### src/rtl/dmem_access_ctrl.sv
// Arbiter/sequencer for the single-port data memory: CPU vs IO readback, fixed LATENCY cycles
// from grant to a one-cycle ready pulse; requesters hold req until ready, the loser simply waits.
module dmem_access_ctrl #(
    parameter int ADDR_W      = 11,
    parameter int DATA_W      = 32,
    parameter int LATENCY     = 5,
    parameter int IO_MAX_WAIT = 4
) (
    input  logic              CLK,
    input  logic              RESET,
    input  logic              cpu_req,
    input  logic              cpu_we,
    input  logic [ADDR_W-1:0] cpu_addr,
    input  logic [DATA_W-1:0] cpu_wdata,
    output logic              cpu_ready,
    output logic [DATA_W-1:0] cpu_rdata,
    input  logic              io_req,
    input  logic [ADDR_W-1:0] io_addr,
    output logic              io_ready,
    output logic [DATA_W-1:0] io_rdata,
    output logic              mem_en,
    output logic              mem_we,
    output logic [ADDR_W-1:0] mem_addr,
    output logic [DATA_W-1:0] mem_wdata,
    input  logic [DATA_W-1:0] mem_rdata,
    output logic              busy
);
    typedef enum logic [1:0] {IDLE, BUSY, DONE} state_t;

    localparam logic [3:0] CNT_FIRE = 4'(LATENCY - 1);
    localparam logic [3:0] WAIT_MAX = 4'(IO_MAX_WAIT);

    state_t            state, state_nxt;
    logic [3:0]        cnt, cnt_nxt;
    logic [3:0]        io_wait, io_wait_nxt;
    logic              owner_io;
    logic              lat_we;
    logic [ADDR_W-1:0] lat_addr;
    logic [DATA_W-1:0] lat_wdata;
    logic              io_win;
    logic              fire;

    always_ff @(posedge CLK or negedge RESET) begin
        if (!RESET) begin
            state   <= IDLE;
            cnt     <= '0;
            io_wait <= '0;
        end else begin
            state   <= state_nxt;
            cnt     <= cnt_nxt;
            io_wait <= io_wait_nxt;
        end
    end

    always_comb begin
        state_nxt   = state;
        cnt_nxt     = cnt;
        io_wait_nxt = io_wait;
        // IO only beats a requesting CPU once it has been passed over IO_MAX_WAIT times
        io_win      = io_req && (!cpu_req || io_wait == WAIT_MAX);
        fire        = 1'b0;
        unique case (state)
            IDLE: begin
                if (cpu_req || io_req) begin
                    state_nxt = BUSY;
                    cnt_nxt   = 4'd1;
                    if (io_win)
                        io_wait_nxt = '0;
                    else if (io_req && io_wait != WAIT_MAX)
                        io_wait_nxt = io_wait + 4'd1;
                end
            end
            BUSY: begin
                cnt_nxt = cnt + 4'd1;
                if (cnt == CNT_FIRE) begin
                    fire      = 1'b1;
                    state_nxt = DONE;
                end
            end
            DONE:    state_nxt = IDLE;
            default: state_nxt = IDLE;
        endcase

        mem_en    = fire;
        mem_we    = fire && lat_we;
        mem_addr  = lat_addr;
        mem_wdata = lat_wdata;
        cpu_ready = (state == DONE) && !owner_io;
        io_ready  = (state == DONE) && owner_io;
        busy      = (state != IDLE);
    end

    always_ff @(posedge CLK or negedge RESET) begin
        if (!RESET) begin
            owner_io  <= 1'b0;
            lat_we    <= 1'b0;
            lat_addr  <= '0;
            lat_wdata <= '0;
            cpu_rdata <= '0;
            io_rdata  <= '0;
        end else begin
            if (state == IDLE && (cpu_req || io_req)) begin
                owner_io  <= io_win;
                lat_we    <= io_win ? 1'b0 : cpu_we;
                lat_addr  <= io_win ? io_addr : cpu_addr;
                lat_wdata <= io_win ? '0 : cpu_wdata;
            end
            // write completions leave the owner's read register untouched
            if (fire && !lat_we) begin
                if (owner_io)
                    io_rdata <= mem_rdata;
                else
                    cpu_rdata <= mem_rdata;
            end
        end
    end
endmodule

### config.mk
export PLATFORM = sky130hd
export DESIGN_NAME = dmem_access_ctrl
export DESIGN_NICKNAME = d
export VERILOG_FILES = /design/src/rtl/dmem_access_ctrl.sv
export SDC_FILE = /design/constraint.sdc
export NUM_CORES = 1
export LEC_CHECK = 0
export CORE_MARGIN = 4
export CORE_UTILIZATION = 44
export DETAILED_ROUTE_END_ITERATION = 8
export PLACE_DENSITY = 0.78
export SLEW_MARGIN = 10
export SYNTH_ARGS = -nofsm -noshare
export SYNTH_HDL_FRONTEND = slang
export SYNTH_SLANG_ARGS = --single-unit
### constraint.sdc
create_clock -name CLK -period 2.2 [get_ports CLK]
set_input_delay 0.55 -clock CLK [delete_from_list [all_inputs] [get_ports CLK]]
set_output_delay 0.55 -clock CLK [all_outputs]
set_load 0.05 [all_outputs]
==> qor.yml <==
placement:
  numPortBuffers: 202
  hpwl_um: 9840
  dp.cells: 714
  globalplace.congestion: 0.831
sta:
  fin_tns_setup_ns: 0
  finalSetupViolCount: 0
  tightest_slew_ns: 0.633
  slew_headroom_pct: 57.8
  hold_viol: 0
  rsz0062_at_grt: "yes"
  finalCriticalPeriod_ns: 2.18
  fin_crit_sh_pct: 98.9
  timing.fmax_mhz: 460
  report.final.slew_viol_count: 0
  finClkSkew_ns: 0.00858
cells_and_area:
  fillers: 757
  multi_input_area_sq_um: 1960
  antenna_cells: 0
  synthToLayoutAreaGrowth_pct: 59.3
  fin_cells: 755
  final_util_pct: 71.4
  drive_above_1_share_pct: 22.7
  layout.nets: 694
  seqCellArea_sq_um: 2980
run_status:
  status: "finished clean"
worst_setup_path:
  critPathArrivalTime_ns: 1.63
  path_buf_inv: 3
  worst_ep_required_time_ns: 1.65
  r2r_cells: 8
  ff2ff_setup_slack_ns: 0.20
  cp.depth: 7
  slowest_stage: "dfrtp_1"
  start_kind: "register"
  cp_top_family: "flip-flops"
  cpPeakStageDelay_ns: 0.39
  r2r_end: "io_rdata[21]"
  cp_cell_sequence: "inv_2, ha_4, nand3b_1, buf_6, nor2_4, and2_4, buf_12"
  rr_startpoint: "cnt[0]"
  worstSetupPathType: "reg2out"
  endpoint_kind: "primary output"
  path_max_fanout: 2
route:
  num_vias: 4066
  routedWlPerCell_um: 19.0
  initialDrtViolationCount: 231
  detail-route-antenna-nets: 0
  remaining_drc_errors: 0
  drtPass1Iterations: 4
  viasPerCell: 5.39
  routed_wl_um: 14300
synthesis:
  synth_nets: 477
  yosys-top-cells-area: "dfrtp_1, mux2_4, mux2_2, o2bb2ai_1, nand3_1"
  synth-main-ff-cell: "dfrtp_1"
  synth_seq_area_share_pct: 58.4
  synthArstFlopShare_pct: 100
  synth.largest_area_cell: "dfrtp_1"
  synth.area.mux_share_pct: 16.5
  synth_edf_count: 0
  ys_seq_elements: 119
  synth_top_area_share_pct: 58.4
  synth_compound_area_share_pct: 10.1
  synth_xor_area_share_pct: 0.172
  synth_warnings: 0
  avgSynthCellArea_sq_um: 13.3
  synth_most_common_cell: "dfrtp_1"
  synthSimpleGateAreaFrac_pct: 9.77
  synth_cell_types: 39
  synth_top_family_by_area: "multiplexers"
  synthAdderAreaFrac_pct: 0.982
  synth_common_cells: "dfrtp_1, nand3_1, mux2_2, o2bb2ai_1, mux2_4"
  synth_cells: 382
  netlist_area_sq_um: 5100
global_routing:
  grt_pass1_wl_um: 22700
  antenna_found_initial: 0
  grt_pass1_vias: 4251
  track_usage_pct: 21.9
  overflow: 0
  grt_max_degree: 112
floorplanning:
  die_area_sq_um: 13400
  core-area_sq_um: 11400
  fp.dieH_um: 116
  io-pin-count: 203
  row_count: 39
  die_w_um: 116
  initial_core_util_pct: 44.8
clocking:
  cts_tree: "built"
  clock_latency_ns: 0.41
  clock_path_buffers: 2
  htreeDepth: 4
  cts.sinks: 119
  cts_inserted_buffers: 17
  cts_root_buf: "clkbuf_16"
  clkTransAtPathRegs_ns: 0.05
hold_path:
  min_from: "cnt[3]"
  hold_class: "reg2reg"
  whs_path_depth: 1
  holdPathEnd: "cnt[3]"
pwr:
  leakagePower_uw: 0.00366
  power_density_nw_per_um2: 1750
  vdd_drop_max_uv: 1260
job:
  cap_viol_max_count: 0
-- power breakdown --
part	switching (uW)	internal (uW)	total [uW]	leakage (uW)
registers	601	3160	3760	0.00149
logic	4640	2840	7490	0.00185
clock network	949	2000	2950	0.000317
-- how the worst max path moves through the flow --
stage / slack [ns] / from / end
floorplan: 0.01 / state[0] / cpu_ready
finish: 0.02 / cnt[0] / mem_we
CTS: -0.02 / cnt[1] / mem_we
detailed placement: 0.13 / io_req / mem_addr[5]
global placement: 0.23 / io_req / mem_addr[9]
global route: -0.06 / cnt[1] / mem_we
-- per-stage QoR --
step	area (sq um)	total power [uW]	worst slack (ns)	hold WS (ns)
2_1_floorplan	5100	8510	0.0139	0.254
3_3_place_gp	7370	11000	0.226	0.392
3_5_place_dp	7370	11200	0.127	0.395
4_1_cts	8080	14300	-0.0195	0.482
5_1_grt	8120	14800	-0.0611	0.499
6_report	8120	14200	0.0246	0.479
-- metal layers --
layer	GRT usage (%)	wire [um]	vias to the layer above
li1	-	-	1846
met1	27.7	5990	1997
met2	34.2	6600	208
met3	9.14	1540	15
met4	7.66	210	0
met5	0	0	-
-- cell families after synthesis --
kind of cell    after synthesis
fa+ha+maj                     4
compound gates               69
buf+inv                      37
xor+xnor                      1
simple gates                 87
mux                          65
flops                       119
-- flip-flops by register name, indices dropped and copies added (netlist names) --
register / count
mem_addr: 11
io_rdata: 32
owner_io: 1
state: 2
io_wait: 4
cnt: 4
lat_we: 1
cpu_rdata: 32
mem_wdata: 32
-- final cells by class --
cell class	count	share of cell area [%]
well taps	143	2.20
clock buffers	23	6.01
inverters	7	0.324
multi-input cells	226	24.1
repair buffers	228	28.9
flip-flops and latches	119	36.7
clock inverters	9	1.79
-- repair_timing --
item,in CTS,in global routing
endpoints found under the setup margin,1,13
setup buffers,6,2
resized for setup,6,11
pin swaps,1,2
hold buffers,1,0
cloned,0,0
hold endpoints to repair,8,0
-- layout by cell type (no fill, tap or decap), drive strengths merged, types with 4 or more instances in the layout --
cell type,netlist,final
clkdlybuf4s50,0,184
dfrtp,119,119
mux2,64,64
nand3,46,46
o2bb2ai,34,34
buf,13,32
clkbuf,17,23
o21ai,15,15
nand4,13,13
o211ai,11,11
dlymetal6s2s,0,11
inv,7,7
nor2,6,6
nand2,5,5
clkinv,0,5
bufinv,0,4
ha,4,4
Power figures use the tool's default switching activity.
